## src/rtl/ps2_kbd_decoder.sv

```systemverilog
// PS/2 keyboard receiver: synchronizes the emulated PS/2 pair, deserializes 11-bit frames
// and decodes scancode-set-2 prefixes (E0, F0, E1 pause) into one-cycle key events.
module ps2_kbd_decoder #(
   parameter int unsigned TIMEOUT = 1000
) (
   input  logic       clk_sys,
   input  logic       reset,
   input  logic       ps2_kbd_clk,
   input  logic       ps2_kbd_data,
   output logic       key_strobe,
   output logic [7:0] key_code,
   output logic       key_ext,
   output logic       key_pressed,
   output logic       key_pause,
   output logic       rx_err,
   output logic       rx_busy
);

   localparam int unsigned WDW = $clog2(TIMEOUT + 1);
   localparam logic [WDW-1:0] WD_MAX = WDW'(TIMEOUT);

   typedef enum logic [1:0] {
      S_IDLE,
      S_DATA,
      S_PARITY,
      S_STOP
   } rx_state_e;

   rx_state_e      state_q, state_d;
   logic [2:0]     clk_sync_q;
   logic [1:0]     dat_sync_q;
   logic           fall_q;
   logic           bit_q;
   logic [7:0]     shift_q, shift_d;
   logic [2:0]     bitcnt_q, bitcnt_d;
   logic           par_q, par_d;
   logic [WDW-1:0] wd_q, wd_d;
   logic           ext_q, ext_d;
   logic           rel_q, rel_d;
   logic [2:0]     skip_q, skip_d;
   logic           strobe_q, strobe_d;
   logic           pause_q, pause_d;
   logic           err_q, err_d;
   logic [7:0]     code_q, code_d;
   logic           kext_q, kext_d;
   logic           kpr_q, kpr_d;
   logic           byte_ok;

   // The data bit is registered alongside the edge flag so both reach the FSM on the same cycle.
   always_ff @(posedge clk_sys or posedge reset) begin
      if (reset) begin
         clk_sync_q <= '1;
         dat_sync_q <= '1;
         fall_q     <= 1'b0;
         bit_q      <= 1'b1;
      end else begin
         clk_sync_q <= {clk_sync_q[1:0], ps2_kbd_clk};
         dat_sync_q <= {dat_sync_q[0], ps2_kbd_data};
         fall_q     <= clk_sync_q[2] & ~clk_sync_q[1];
         bit_q      <= dat_sync_q[1];
      end
   end

   always_ff @(posedge clk_sys or posedge reset) begin
      if (reset) begin
         state_q  <= S_IDLE;
         shift_q  <= '0;
         bitcnt_q <= '0;
         par_q    <= 1'b0;
         wd_q     <= '0;
         ext_q    <= 1'b0;
         rel_q    <= 1'b0;
         skip_q   <= '0;
         strobe_q <= 1'b0;
         pause_q  <= 1'b0;
         err_q    <= 1'b0;
         code_q   <= '0;
         kext_q   <= 1'b0;
         kpr_q    <= 1'b0;
      end else begin
         state_q  <= state_d;
         shift_q  <= shift_d;
         bitcnt_q <= bitcnt_d;
         par_q    <= par_d;
         wd_q     <= wd_d;
         ext_q    <= ext_d;
         rel_q    <= rel_d;
         skip_q   <= skip_d;
         strobe_q <= strobe_d;
         pause_q  <= pause_d;
         err_q    <= err_d;
         code_q   <= code_d;
         kext_q   <= kext_d;
         kpr_q    <= kpr_d;
      end
   end

   always_comb begin
      state_d  = state_q;
      shift_d  = shift_q;
      bitcnt_d = bitcnt_q;
      par_d    = par_q;
      wd_d     = wd_q;
      ext_d    = ext_q;
      rel_d    = rel_q;
      skip_d   = skip_q;
      strobe_d = 1'b0;
      pause_d  = 1'b0;
      err_d    = 1'b0;
      code_d   = code_q;
      kext_d   = kext_q;
      kpr_d    = kpr_q;
      byte_ok  = 1'b0;

      // A frame edge takes priority over watchdog expiry on the same cycle.
      if (fall_q) begin
         wd_d = '0;
         case (state_q)
            S_IDLE: begin
               if (!bit_q) begin
                  shift_d  = '0;
                  bitcnt_d = '0;
                  state_d  = S_DATA;
               end
            end
            S_DATA: begin
               shift_d  = {bit_q, shift_q[7:1]};
               bitcnt_d = bitcnt_q + 3'd1;
               if (bitcnt_q == 3'd7) state_d = S_PARITY;
            end
            S_PARITY: begin
               par_d   = bit_q;
               state_d = S_STOP;
            end
            S_STOP: begin
               state_d = S_IDLE;
               if ((^{shift_q, par_q}) && bit_q) byte_ok = 1'b1;
               else                              err_d   = 1'b1;
            end
         endcase
      end else if (state_q != S_IDLE) begin
         if (wd_q == WD_MAX) begin
            err_d   = 1'b1;
            state_d = S_IDLE;
            wd_d    = '0;
         end else begin
            wd_d = wd_q + WDW'(1);
         end
      end else begin
         wd_d = '0;
      end

      if (err_d) begin
         ext_d  = 1'b0;
         rel_d  = 1'b0;
         skip_d = '0;
      end else if (byte_ok) begin
         if (skip_q != 3'd0) begin
            skip_d  = skip_q - 3'd1;
            pause_d = (skip_q == 3'd1);
         end else if (shift_q == 8'hE1) begin
            skip_d = 3'd7;
            ext_d  = 1'b0;
            rel_d  = 1'b0;
         end else if (shift_q == 8'hE0) begin
            ext_d = 1'b1;
         end else if (shift_q == 8'hF0) begin
            rel_d = 1'b1;
         end else begin
            strobe_d = 1'b1;
            code_d   = shift_q;
            kext_d   = ext_q;
            kpr_d    = ~rel_q;
            ext_d    = 1'b0;
            rel_d    = 1'b0;
         end
      end
   end

   assign key_strobe  = strobe_q;
   assign key_code    = code_q;
   assign key_ext     = kext_q;
   assign key_pressed = kpr_q;
   assign key_pause   = pause_q;
   assign rx_err      = err_q;
   assign rx_busy     = (state_q != S_IDLE);

endmodule

```

## config.mk

```make
export PLATFORM = sky130hd
export DESIGN_NAME = ps2_kbd_decoder
export DESIGN_NICKNAME = d
export VERILOG_FILES = /design/src/rtl/ps2_kbd_decoder.sv
export SDC_FILE = /design/constraint.sdc
export NUM_CORES = 1
export LEC_CHECK = 0
export ABC_AREA = 1
export BUFFER_PORTS_ARGS = -buffer_cell sky130_fd_sc_hd__buf_4
export CORE_MARGIN = 8
export CORE_UTILIZATION = 50
export DETAILED_ROUTE_END_ITERATION = 6
export HOLD_SLACK_MARGIN = 0.12
export PLACE_DENSITY = 0.68
export SLEW_MARGIN = 0
export SYNTH_ARGS = -nofsm -noshare
export SYNTH_HDL_FRONTEND = slang
export SYNTH_SLANG_ARGS = --single-unit
export TNS_END_PERCENT = 1
```

## constraint.sdc

```tcl
create_clock -name clk_sys -period 2.46 [get_ports clk_sys]
set_clock_uncertainty 0.05 [all_clocks]
set_input_delay 0.492 -clock clk_sys [delete_from_list [all_inputs] [get_ports clk_sys]]
set_output_delay 0.492 -clock clk_sys [all_outputs]
set_load 0.05 [all_outputs]
```

==> results of run 1 <==
[synthesized netlist by cell type]
| master | count | area share |
|---|---|---|
| sky130_fd_sc_hd__nand2_1 | 57 | 0.091 |
| sky130_fd_sc_hd__inv_1 | 45 | 0.072 |
| sky130_fd_sc_hd__dfrtp_1 | 43 | 0.46 |
| sky130_fd_sc_hd__nand3_1 | 14 | 0.030 |
| sky130_fd_sc_hd__nor2_1 | 14 | 0.022 |
| sky130_fd_sc_hd__ha_1 | 11 | 0.059 |
| sky130_fd_sc_hd__o21ai_0 | 8 | 0.017 |
| sky130_fd_sc_hd__o22ai_1 | 8 | 0.021 |
| sky130_fd_sc_hd__dfstp_2 | 6 | 0.067 |
| sky130_fd_sc_hd__nor3_1 | 6 | 0.013 |
| sky130_fd_sc_hd__o21ai_1 | 6 | 0.013 |
| sky130_fd_sc_hd__a21oi_1 | 5 | 0.011 |
| sky130_fd_sc_hd__xor2_1 | 4 | 0.015 |
| sky130_fd_sc_hd__nand2_2 | 3 | 0.0080 |
| sky130_fd_sc_hd__nand4_1 | 3 | 0.0080 |
| sky130_fd_sc_hd__o2111ai_1 | 3 | 0.011 |
| sky130_fd_sc_hd__o21ai_2 | 3 | 0.011 |
| sky130_fd_sc_hd__xnor2_1 | 3 | 0.011 |
| sky130_fd_sc_hd__a31oi_1 | 2 | 0.0053 |
| sky130_fd_sc_hd__buf_6 | 2 | 0.0096 |
| sky130_fd_sc_hd__nor3_2 | 2 | 0.0085 |
| sky130_fd_sc_hd__nor3b_1 | 2 | 0.0064 |
| sky130_fd_sc_hd__nor4_1 | 2 | 0.0053 |
| sky130_fd_sc_hd__a21boi_0 | 1 | 0.0032 |
| sky130_fd_sc_hd__clkinv_4 | 1 | 0.0037 |
| sky130_fd_sc_hd__inv_2 | 1 | 0.0016 |
| sky130_fd_sc_hd__nand2_4 | 1 | 0.0048 |
| sky130_fd_sc_hd__nor2_2 | 1 | 0.0027 |
| sky130_fd_sc_hd__nor4_2 | 1 | 0.0053 |
| sky130_fd_sc_hd__o211ai_1 | 1 | 0.0032 |
[cells by family after synthesis]
logic type,count (synthesis),synth area share
flip-flops,49,0.526
adder cells (fa/ha/maj),11,0.0587
buffers and inverters,49,0.0870
XOR/XNOR,7,0.0262
AND/OR/NAND/NOR,106,0.206
AO/OA/AOI/OAI,37,0.0961
[critical path, stage by stage, from the launching register on]
cell,delay [ns]
sky130_fd_sc_hd__dfrtp_1,0.43
sky130_fd_sc_hd__inv_1,0.09
sky130_fd_sc_hd__ha_1,0.15
sky130_fd_sc_hd__inv_1,0.04
sky130_fd_sc_hd__nor2_1,0.22
sky130_fd_sc_hd__inv_1,0.16
sky130_fd_sc_hd__nor4_1,0.27
sky130_fd_sc_hd__nand2_1,0.07
sky130_fd_sc_hd__buf_4,0.21
sky130_fd_sc_hd__nand2_1,0.08
sky130_fd_sc_hd__o21ai_1,0.05
[per-layer routing]
layer / vias to the layer above / GRT usage / part of all wire
li1: 893 / - / -
met1: 818 / 0.140 / 0.46
met2: 20 / 0.223 / 0.49
met3: 2 / 0.0459 / 0.044
met4: 0 / 0.0453 / 0.0056
met5: - / 0 / 0
[flip-flops by register name, summed over array words and instances (netlist names)]
register	flops
bitcnt_q	3
bit_q	1
state_q	2
ext_q	1
fall_q	1
wd_q	10
key_code	8
skip_q	3
rx_err	1
clk_sync_q	3
rel_q	1
par_q	1
dat_sync_q	2
key_pause	1
key_pressed	1
key_ext	1
shift_q	8
key_strobe	1
[per-stage QoR]
step	utilization	setup slack [ns]
final	0.579	0.505
after global routing	0.579	0.328
after CTS	0.579	0.500
after detailed placement	0.550	0.515
after global placement	0.550	0.546
after floorplan	-	0.698
[final cells by class]
cell class                      instances  area, um^2
Tap cell                               54        67.6
Sequential cell                        49        1230
Clock inverter                          3        65.1
Fill cell                             408        1950
Multi-Input combinational cell        161         906
Inverter                               47         181
Clock buffer                            5        68.8
Timing Repair Buffer                   21         158
[power by group]
group	internal (uW)	switching (uW)
sequential	914	88.9
combinational	213	442
clock	404	260
total	1530	792
[path summary, 6_finish.rpt]
path / startpoint / endpoint / cells after the start
worst max-delay path: skip_q[0] / key_code[7] / 10
worst min-delay path: reset / key_code[2] / 2
worst max register to register: skip_q[0] / key_code[7] / 10
worst min register to register: clk_sync_q[0] / clk_sync_q[1] / 0
max in group asynchronous: reset / dat_sync_q[1] / 3
min in group clk_sys: ps2_kbd_clk / clk_sync_q[0] / 1
[cell usage in the layout (no fill, tap or decap), types with 3 or more instances in the layout]
master	Yosys	routed
sky130_fd_sc_hd__nand3_1	14	14
sky130_fd_sc_hd__o21ai_0	8	8
sky130_fd_sc_hd__o21ai_1	6	6
sky130_fd_sc_hd__xnor2_1	3	3
sky130_fd_sc_hd__nand4_1	3	3
sky130_fd_sc_hd__clkbuf_8	0	5
sky130_fd_sc_hd__inv_1	45	44
sky130_fd_sc_hd__nand2_2	3	3
sky130_fd_sc_hd__o22ai_1	8	8
sky130_fd_sc_hd__nand2_1	57	57
sky130_fd_sc_hd__a21oi_1	5	5
sky130_fd_sc_hd__xor2_1	4	4
sky130_fd_sc_hd__dfrtp_1	43	43
sky130_fd_sc_hd__nor2_1	14	14
sky130_fd_sc_hd__o21ai_2	3	3
sky130_fd_sc_hd__buf_4	0	21
sky130_fd_sc_hd__dfstp_2	6	6
sky130_fd_sc_hd__nor3_1	6	6
sky130_fd_sc_hd__ha_1	11	11
sky130_fd_sc_hd__o2111ai_1	3	3
==> impl_metrics.sql, run 1 <==
INSERT INTO impl_metrics (metric_group, metric, value, unit) VALUES
('status', 'status', 'finished clean', ''),
('final_layout', 'antenna_cells_inserted', '0', ''),
('critical_path', 'crit_path_start_kind', 'flop', ''),
('place', 'dp_hpwl', '3020', 'um'),
('timing', 'fmax', '0.511', 'GHz'),
('clocking', 'post_cts_buffers', '0', ''),
('critical_path', 'cp_data_required_time', '2.60', 'ns'),
('floorplanning', 'die_width', '84.5', 'um'),
('floorplanning', 'fp.dieH', '84.5', 'um'),
('critical_path', 'path_max_fanout', '20', ''),
('place', 'placedInstanceArea', '2550', 'um^2'),
('timing', 'rsz0062_at_grt', 'no', ''),
('critical_path', 'path_class', 'reg2reg', ''),
('route', 'vias_per_cell', '5.10', ''),
('place', 'globalplace.congestion', '0.785', ''),
('critical_path', 'endpoint_kind', 'flop', ''),
('timing', 'period_utilization_post_route', '0.795', ''),
('synthesis', 'postSynthNetCount', '274', ''),
('timing', 'slew_violations', '0', ''),
('final_layout', 'post-route-cell-area', '2680', 'um^2'),
('route', 'detail_route.wl_per_cell', '12.0', 'um'),
('clocking', 'cts-resized-gates', '0', ''),
('final_layout', 'instances_no_fill', '340', ''),
('synthesis', 'synth.avg_cell_area', '9.05', 'um^2'),
('power', 'power.density_cell_area', '867', 'nW/um^2'),
('grt', 'grt.total_usage', '0.128', ''),
('clocking', 'root_buffer', 'sky130_fd_sc_hd__clkbuf_8', ''),
('clocking', 'cts_sinks', '49', ''),
('timing', 'finalSetupViolations', '0', ''),
('synthesis', 'count_of_different_cell_masters_after_synthesis', '30', ''),
('timing', 'fin_tns_setup', '0', 'ns'),
('clocking', 'total_cts_buffers', '5', ''),
('timing', 'relSlewSlack', '0.666', ''),
('route', 'ant_nets', '0', ''),
('floorplanning', 'io-pin-count', '18', ''),
('power', 'power.ir.vdd_worst', '0.541', 'mV'),
('synthesis', 'number_of_flip_flops_and_latches_in_the_synthesized_netlist', '49', ''),
('clocking', 'clock_tree_from_tritoncts', 'built', ''),
('timing', 'final.min_clock_period', '1.96', 'ns'),
('floorplanning', 'placeableCoreArea', '4630', 'um^2'),
('hold_path', 'worst_hold_path_type', 'in2async', ''),
('critical_path', 'worst_ep_arrival_time', '2.10', 'ns'),
('floorplanning', 'die_area', '7130', 'um^2'),
('route', 'initialDrtViolationCount', '131', ''),
('place', 'dpl.cell_count', '332', ''),
('flow_run', 'drv_cap', '0', ''),
('route', 'detail_route.drc_violations', '0', ''),
('grt', 'grt_first_pass_wirelength', '7500', 'um'),
('timing', 'tightestPinTransition', '0.498', 'ns'),
('clocking', 'insertion_delay', '0.30', 'ns'),
('clocking', 'cts.clk_slew.worst_paths', '0.09', 'ns'),
('synthesis', 'syn-instance-count', '259', ''),
('timing', 'timing.final.hold_violations', '0', ''),
('grt', 'grt_ovf', '0', ''),
('route', 'wirelength', '4080', 'um'),
('route', 'routed-via-count', '1733', ''),
('place', 'placement.io_buffers', '17', ''),
('synthesis', 'synthesis.yosys.warnings', '0', ''),
('timing', 'hold-worst-slack', '0.120', 'ns'),
('critical_path', 'regToRegSetupSlack', '0.50', 'ns'),
('synthesis', 'synth_sequential_area_ratio', '0.526', ''),
('floorplanning', 'initial_utilization', '0.506', ''),
('synthesis', 'synthesis.area', '2340', 'um^2'),
('grt', 'grt_max_degree', '21', ''),
('final_layout', 'drive_gt1_frac', '0.171', ''),
('route', 'drt_pass1_iterations', '4', ''),
('floorplanning', 'placement_rows', '25', ''),
('grt', 'grt_pass1_vias', '1753', ''),
('power', 'report.power.total', '2320', 'uW'),
('clocking', 'htreeDepth', '2', ''),
('clocking', 'cts_max_path_buffers', '2', ''),
('final_layout', 'final_nets', '300', ''),
('grt', 'initial_antenna_violation_count', '0', ''),
('final_layout', 'area.growth.synth_to_final', '14.4', '%'),
('clocking', 'hold_bufs_inserted_after_cts', '0', ''),
('power', 'power_leakage', '0.00134', 'uW');
No activity file was read; power rests on OpenSTA's default activity.
==> run 2, diff against run 1 <==
- clock period: 2.46 -> 2 ns (I/O delays scaled with it)
==> run 2 against run 1 <==
Effect of this change: critical path depth is 6 lower; highest routed layer unchanged; sequential power is 23% higher; clock power is 3.0% higher; combinational power is 23% higher; utilization is 0.68 points higher; setup slack worse by 0.27 ns; sequential share of layout area is 0.53 points lower; routed wire length is 0.34% higher.
==> impl_metrics.sql, run 2 (synthesized netlist as in run 1, its figures left out) <==
INSERT INTO impl_metrics (metric_group, metric, value, unit) VALUES
('flow_run', 'drv_cap', '0', ''),
('route', 'initialDrtViolationCount', '81', ''),
('final_layout', 'registers.top_by_ff_count', 'wd_q', ''),
('critical_path', 'path_class', 'reg2out', ''),
('floorplanning', 'fp.dieH', '84.5', 'um'),
('clocking', 'cts.clk_slew.worst_paths', '0.08', 'ns'),
('final_layout', 'layout_commonest_cell', 'sky130_fd_sc_hd__nand2_1', ''),
('critical_path', 'critPathSlowestCell', 'sky130_fd_sc_hd__dfrtp_1', ''),
('power', 'power_leakage', '0.00136', 'uW'),
('final_layout', 'drive_gt1_frac', '0.180', ''),
('floorplanning', 'placeableCoreArea', '4630', 'um^2'),
('timing', 'timing.final.hold_violations', '0', ''),
('grt', 'grt_first_pass_wirelength', '7390', 'um'),
('final_layout', 'final_nets', '303', ''),
('timing', 'finalSetupViolations', '0', ''),
('route', 'drt_pass1_iterations', '4', ''),
('critical_path', 'crit_path_cell_trace', 'inv_1 -> ha_1 -> inv_1 -> buf_4', ''),
('final_layout', 'layout.filler_cells', '406', ''),
('timing', 'fmax', '0.565', 'GHz'),
('place', 'placement.io_buffers', '17', ''),
('clocking', 'total_cts_buffers', '5', ''),
('critical_path', 'path_common_cell', 'sky130_fd_sc_hd__inv_1', ''),
('floorplanning', 'placement_rows', '25', ''),
('final_layout', 'post-route-cell-area', '2710', 'um^2'),
('clocking', 'clock_tree_from_tritoncts', 'built', ''),
('route', 'routed-via-count', '1756', ''),
('route', 'detail_route.drc_violations', '0', ''),
('final_layout', 'area.growth.synth_to_final', '15.7', '%'),
('timing', 'fin_tns_setup', '0', 'ns'),
('grt', 'grt_pass1_vias', '1730', ''),
('timing', 'rsz0062_at_grt', 'no', ''),
('power', 'power.ir.vdd_worst', '0.441', 'mV'),
('floorplanning', 'io-pin-count', '18', ''),
('grt', 'grt_ovf', '0', ''),
('critical_path', 'crit_path_start_kind', 'flop', ''),
('clocking', 'insertion_delay', '0.30', 'ns'),
('timing', 'final.min_clock_period', '1.77', 'ns'),
('critical_path', 'cp_data_required_time', '1.55', 'ns'),
('timing', 'tightestPinTransition', '0.372', 'ns'),
('grt', 'top_usage_layer', 'met2', ''),
('grt', 'groute.layer.met3.usage', '0.0429', ''),
('timing', 'slew_violations', '0', ''),
('critical_path', 'worst_ep_arrival_time', '1.32', 'ns'),
('timing', 'relSlewSlack', '0.750', ''),
('floorplanning', 'die_width', '84.5', 'um'),
('final_layout', 'antenna_cells_inserted', '0', ''),
('route', 'ant_nets', '0', ''),
('critical_path', 'path_max_fanout', '5', ''),
('clocking', 'cts_sinks', '49', ''),
('place', 'dp_hpwl', '2920', 'um'),
('clocking', 'root_buffer', 'sky130_fd_sc_hd__clkbuf_8', ''),
('grt', 'grt.total_usage', '0.126', ''),
('grt', 'grt_max_degree', '50', ''),
('place', 'dpl.cell_count', '334', ''),
('final_layout', 'instances_no_fill', '343', ''),
('critical_path', 'endpoint_kind', 'output pin', ''),
('timing', 'period_utilization_post_route', '0.885', ''),
('route', 'vias_per_cell', '5.12', ''),
('route', 'wirelength', '4100', 'um'),
('final_layout', 'multiInputGateArea', '913', 'um^2'),
('final_layout', 'layout.cells.most_common_list', 'sky130_fd_sc_hd__nand2_1, sky130_fd_sc_hd__inv_1, sky130_fd_sc_hd__dfrtp_1', ''),
('final_layout', 'flip_flop_count_of_the_largest_register_after_layout', '10', ''),
('floorplanning', 'die_area', '7130', 'um^2'),
('floorplanning', 'initial_utilization', '0.506', ''),
('grt', 'global_route.usage.met1', '0.139', ''),
('grt', 'grtUsageMet2', '0.218', ''),
('clocking', 'htreeDepth', '2', ''),
('status', 'status', 'finished clean', ''),
('clocking', 'cts_max_path_buffers', '2', ''),
('hold_path', 'worst_hold_path_type', 'in2reg', ''),
('final_layout', 'area.sequential', '1230', 'um^2'),
('place', 'globalplace.congestion', '0.822', ''),
('place', 'placedInstanceArea', '2590', 'um^2'),
('critical_path', 'largest_stage_delay_on_the_critical_path', '0.42', 'ns'),
('power', 'power.density_cell_area', '1010', 'nW/um^2'),
('route', 'detail_route.wl_per_cell', '11.9', 'um'),
('grt', 'initial_antenna_violation_count', '0', '');
-- run 2: changes by cell type in the layout (fill, tap and decap cells not counted) --
cell                            delta
sky130_fd_sc_hd__buf_12            +2
sky130_fd_sc_hd__bufinv_16         -1
sky130_fd_sc_hd__clkbuf_1          +1
sky130_fd_sc_hd__dlygate4sd3_1     +1
sky130_fd_sc_hd__nor2_1            -1
sky130_fd_sc_hd__nor2_2            +1
sky130_fd_sc_hd__nor3_1            -1
sky130_fd_sc_hd__nor3_2            +1
-- run 2: final timing paths --
| path | to | cells past startpoint | startpoint | slack [ns] |
|---|---|---|---|---|
| max in group asynchronous | bit_q | 4 | reset | 0.97 |
| min | clk_sync_q[0] | 1 | ps2_kbd_clk | 0.16 |
| max reg2reg | key_code[4] | 13 | shift_q[7] | 0.24 |
| min in group asynchronous | key_code[7] | 4 | reset | 0.64 |
| min reg2reg | clk_sync_q[1] | 0 | clk_sync_q[0] | 0.31 |
| max | rx_busy | 4 | state_q[0] | 0.23 |
-- run 2: what timing repair did --
action,CTS,global route
hold endpoints to repair,43,0
buffers inserted,0,0
setup endpoints to repair,0,11
hold buffers,1,0
resized for setup,0,2
-- run 2: worst max-delay path, delay by kind of cell, from the launching register on --
family                   cells  cell delay (ns)
buffers and inverters        3             0.38
flip-flops                   1             0.42
adder cells (fa/ha/maj)      1             0.23
-- run 2: per-stage QoR --
step / hold WS [ns] / worst slack, ns / total power, uW / utilization
2_1_floorplan: 0.295 / 0.238 / 1850 / -
3_3_place_gp: 0.295 / 0.215 / 2030 / 0.559
3_5_place_dp: 0.297 / 0.196 / 2060 / 0.559
4_1_cts: 0.140 / 0.191 / 2770 / 0.584
5_1_grt: 0.134 / 0.00779 / 2930 / 0.586
6_report: 0.155 / 0.230 / 2730 / 0.586
-- run 2: where the power goes --
group / total, uW / switching [uW] / internal, uW
logic: 808 / 541 / 268
registers: 1230 / 108 / 1120
clock network: 684 / 313 / 371
-- run 2: layer usage --
metal	up-vias	share of wire	wire length (um)
met3	9	0.052	215
met4	0	0.015	63
met5	-	0	0
met1	826	0.44	1810
met2	31	0.49	2010
li1	890	-	-
-- run 2: area by class of cell --
| class | count | area share |
|---|---|---|
| Inverter | 47 | 0.0669 |
| Tap cell | 54 | 0.0249 |
| Clock inverter | 2 | 0.0129 |
| Multi-Input combinational cell | 161 | 0.337 |
| Timing Repair Buffer | 24 | 0.0766 |
| Sequential cell | 49 | 0.455 |
| Clock buffer | 6 | 0.0268 |
==> run 3, diff against run 2 <==
- ABC_AREA: 1 -> unset
- CORE_UTILIZATION: 50 -> 35
- PLACE_DENSITY: 0.68 -> unset
==> run 3 against run 2 <==
Effect of this change: setup slack got worse by 0.38 ns; register-to-register slack got worse by 0.39 ns; combinational power rose by 100%; global-route usage fell by 2.8 points; worst hold slack got worse by 0.0040 ns; routed wire length rose by 4.6%; die area rose by 31%; sequential share of layout area fell by 2.1 points; sequential cell count did not move; critical path depth rose by 1; the flow now finishes with violations (negative setup slack); first-iteration DRC count fell by 56%.
==> impl_metrics.sql, run 3 <==
INSERT INTO impl_metrics (metric_group, metric, value, unit) VALUES
('timing', 'final.min_clock_period', '2.15', 'ns'),
('synthesis', 'synth_flop_cell', 'sky130_fd_sc_hd__dfrtp_1', ''),
('synthesis', 'yosys-top-cells-count', 'sky130_fd_sc_hd__dfrtp_1, sky130_fd_sc_hd__nor2_1, sky130_fd_sc_hd__a22o_1, sky130_fd_sc_hd__inv_1, sky130_fd_sc_hd__ha_1', ''),
('floorplanning', 'placement_rows', '29', ''),
('clocking', 'cts_sinks', '49', ''),
('timing', 'relSlewSlack', '0.653', ''),
('power', 'power_leakage', '0.00141', 'uW'),
('clocking', 'post_cts_buffers', '0', ''),
('clocking', 'cts_max_path_buffers', '2', ''),
('critical_path', 'worst_ep_arrival_time', '2.28', 'ns'),
('synthesis', 'syn-instance-count', '188', ''),
('clocking', 'root_buffer', 'sky130_fd_sc_hd__clkbuf_8', ''),
('critical_path', 'path_class', 'reg2reg', ''),
('timing', 'rsz0062_at_grt', 'yes', ''),
('final_layout', 'antenna_cells_inserted', '0', ''),
('place', 'placement.io_buffers', '17', ''),
('grt', 'grt_first_pass_wirelength', '7670', 'um'),
('timing', 'fmax', '0.466', 'GHz'),
('synthesis', 'post-synth-top-area-cell', 'sky130_fd_sc_hd__dfrtp_1', ''),
('critical_path', 'cp_launch_point', 'shift_q[6]', ''),
('critical_path', 'timing.reg2reg.worst_path_depth', '5', ''),
('route', 'routed-via-count', '1526', ''),
('timing', 'fin_tns_setup', '-1.15', 'ns'),
('floorplanning', 'fp.dieH', '96.6', 'um'),
('synthesis', 'asyncSetResetFlopFracSynth', '1.00', ''),
('route', 'wirelength', '4280', 'um'),
('synthesis', 'synthesis.area', '2270', 'um^2'),
('timing', 'period_utilization_post_route', '1.07', ''),
('synthesis', 'synth.area.top_cells', 'sky130_fd_sc_hd__dfrtp_1, sky130_fd_sc_hd__dfstp_2, sky130_fd_sc_hd__ha_1, sky130_fd_sc_hd__mux2_4, sky130_fd_sc_hd__a22o_1', ''),
('place', 'dp_hpwl', '3180', 'um'),
('synthesis', 'synth.avg_cell_area', '12.1', 'um^2'),
('timing', 'timing.final.hold_violations', '0', ''),
('critical_path', 'reg2reg_to', 'key_code[6]', ''),
('final_layout', 'flip_flop_count_of_the_largest_register_after_layout', '10', ''),
('synthesis', 'count_of_different_cell_masters_after_synthesis', '38', ''),
('final_layout', 'drive_gt1_frac', '0.335', ''),
('synthesis', 'number_of_flip_flops_and_latches_in_the_synthesized_netlist', '49', ''),
('status', 'status', 'finished, violations left', ''),
('floorplanning', 'die_width', '96.6', 'um'),
('power', 'power.density_cell_area', '1250', 'nW/um^2'),
('route', 'ant_nets', '0', ''),
('route', 'detail_route.wl_per_cell', '13.6', 'um'),
('synthesis', 'postSynthNetCount', '203', ''),
('final_layout', 'layout.cells.most_common_list', 'sky130_fd_sc_hd__buf_4, sky130_fd_sc_hd__dfrtp_1, sky130_fd_sc_hd__nor2_1', ''),
('synthesis', 'synth_sequential_area_ratio', '0.542', ''),
('route', 'detail_route.drc_violations', '0', ''),
('power', 'seq_power_share', '0.364', ''),
('hold_path', 'worst_hold_path_type', 'in2reg', ''),
('critical_path', 'launching_point_of_the_worst_reg2reg_path', 'shift_q[6]', ''),
('timing', 'hold-worst-slack', '0.151', 'ns'),
('critical_path', 'endpoint_kind', 'flop', ''),
('critical_path', 'cp_data_required_time', '2.14', 'ns'),
('grt', 'grt_ovf', '0', ''),
('route', 'drt_pass1_iterations', '4', ''),
('status', 'violations_in_the_final_reports', 'negative setup slack', ''),
('floorplanning', 'io-pin-count', '18', ''),
('synthesis', 'synthesis.yosys.warnings', '0', ''),
('power', 'swShare', '0.369', ''),
('final_layout', 'registers.top_by_ff_count', 'wd_q', ''),
('critical_path', 'cp-endpoint', 'key_code[6]', ''),
('final_layout', 'area.growth.synth_to_final', '25.0', '%'),
('synthesis', 'synthDominantCellAreaShare', '0.473', ''),
('floorplanning', 'initial_utilization', '0.360', ''),
('route', 'initialDrtViolationCount', '36', ''),
('timing', 'slew_violations', '0', ''),
('power', 'power.switching', '1310', 'uW'),
('grt', 'grt_pass1_vias', '1646', ''),
('power', 'cellInternalPower', '2240', 'uW'),
('timing', 'tightestPinTransition', '0.517', 'ns'),
('clocking', 'total_cts_buffers', '5', ''),
('final_layout', 'final_nets', '253', ''),
('critical_path', 'regToRegSetupSlack', '-0.15', 'ns'),
('timing', 'layout_setup_ws', '-0.146', 'ns'),
('power', 'power.ir.vdd_worst', '0.668', 'mV'),
('clocking', 'cts.clk_slew.worst_paths', '0.09', 'ns'),
('timing', 'finalSetupViolations', '10', ''),
('final_layout', 'post-route-cell-area', '2840', 'um^2'),
('floorplanning', 'placeableCoreArea', '6310', 'um^2'),
('place', 'placedInstanceArea', '2710', 'um^2'),
('synthesis', 'synth_enable_flop_cells', '0', ''),
('grt', 'initial_antenna_violation_count', '0', ''),
('clocking', 'clock_tree_from_tritoncts', 'built', ''),
('synthesis', 'library_cell_with_the_highest_instance_count_after_synthesis', 'sky130_fd_sc_hd__dfrtp_1', ''),
('grt', 'grt.total_usage', '0.0977', ''),
('power', 'p_comb_frac', '0.458', ''),
('critical_path', 'crit_path_start_kind', 'flop', ''),
('critical_path', 'path_max_fanout', '11', ''),
('flow_run', 'drv_cap', '0', ''),
('place', 'globalplace.congestion', '0.698', ''),
('final_layout', 'layout.filler_cells', '593', ''),
('clocking', 'htreeDepth', '2', ''),
('floorplanning', 'die_area', '9330', 'um^2'),
('final_layout', 'layout_commonest_cell', 'sky130_fd_sc_hd__buf_4', ''),
('route', 'vias_per_cell', '4.83', ''),
('grt', 'grt_max_degree', '28', ''),
('power', 'clock_group_share_of_total_power', '0.178', ''),
('clocking', 'insertion_delay', '0.30', 'ns');
==> run 3: what timing repair did <==
action / in CTS / in global routing
endpoints found under the setup margin: 11 / 27
hold buffers: 1 / 0
endpoints found under the hold margin: 16 / 0
pin swaps: 1 / 2
resized for setup: 1 / 5
==> run 3: layout make-up <==
type,count,area (um^2),area share
Sequential cell,49,1230,0.434
Multi-Input combinational cell,121,991,0.349
Timing Repair Buffer,47,368,0.129
Clock buffer,7,96.3,0.0339
Tap cell,77,96.3,0.0339
Inverter,14,52.6,0.0185
Clock inverter,1,5.00,0.00176
==> run 3: worst max-delay path, cell delays in order (launching register included) <==
cell and delay (ns):
sky130_fd_sc_hd__dfrtp_1 0.39, sky130_fd_sc_hd__xnor2_1 0.15, sky130_fd_sc_hd__xnor3_2 0.50, sky130_fd_sc_hd__xnor2_4 0.15, sky130_fd_sc_hd__or3_4 0.45, sky130_fd_sc_hd__mux2_1 0.33
==> run 3: metal layers <==
layer | part of all wire | global-route usage | vias up
li1 | - | - | 759
met1 | 0.48 | 0.115 | 736
met2 | 0.47 | 0.163 | 22
met3 | 0.031 | 0.0270 | 9
met4 | 0.016 | 0.0414 | 0
met5 | 0 | 0 | -
==> run 3: power by group through the flow <==
| stage | logic, uW | registers (uW) | clock network (uW) |
|---|---|---|---|
| final | 1630 | 1290 | 631 |
| after global routing | 1790 | 1320 | 689 |
| after global placement | 1590 | 1300 | 0 |
| after floorplan | 870 | 1450 | 0 |
| after detailed placement | 1630 | 1310 | 0 |
| after CTS | 1640 | 1290 | 662 |
==> run 3: how the worst min path moves through the flow <==
stage,depth (start not counted),endpoint,from
5_1_grt,1,dat_sync_q[0],ps2_kbd_data
6_report,1,clk_sync_q[0],ps2_kbd_clk
3_5_place_dp,0,dat_sync_q[1],dat_sync_q[0]
4_1_cts,1,clk_sync_q[0],ps2_kbd_clk
3_3_place_gp,0,dat_sync_q[1],dat_sync_q[0]
2_1_floorplan,0,bit_q,dat_sync_q[1]
==> run 3: through the flow <==
stage | power [uW] | cells | setup WS (ns) | utilization
floorplan | 2320 | 188 | -0.186 | -
global route | 3800 | 316 | -0.283 | 0.450
finish | 3550 | 316 | -0.146 | 0.450
detailed placement | 2940 | 307 | -0.143 | 0.429
CTS | 3590 | 316 | -0.159 | 0.448
global placement | 2890 | 307 | -0.106 | 0.429
==> run 3: cell families after synthesis <==
kind of cell / Yosys count / synth area share
simple gates: 51 / 0.113
flops: 49 / 0.542
buf+inv: 18 / 0.0363
compound gates: 27 / 0.0891
fa+ha+maj: 11 / 0.0605
xor+xnor: 17 / 0.0754
mux: 15 / 0.0836
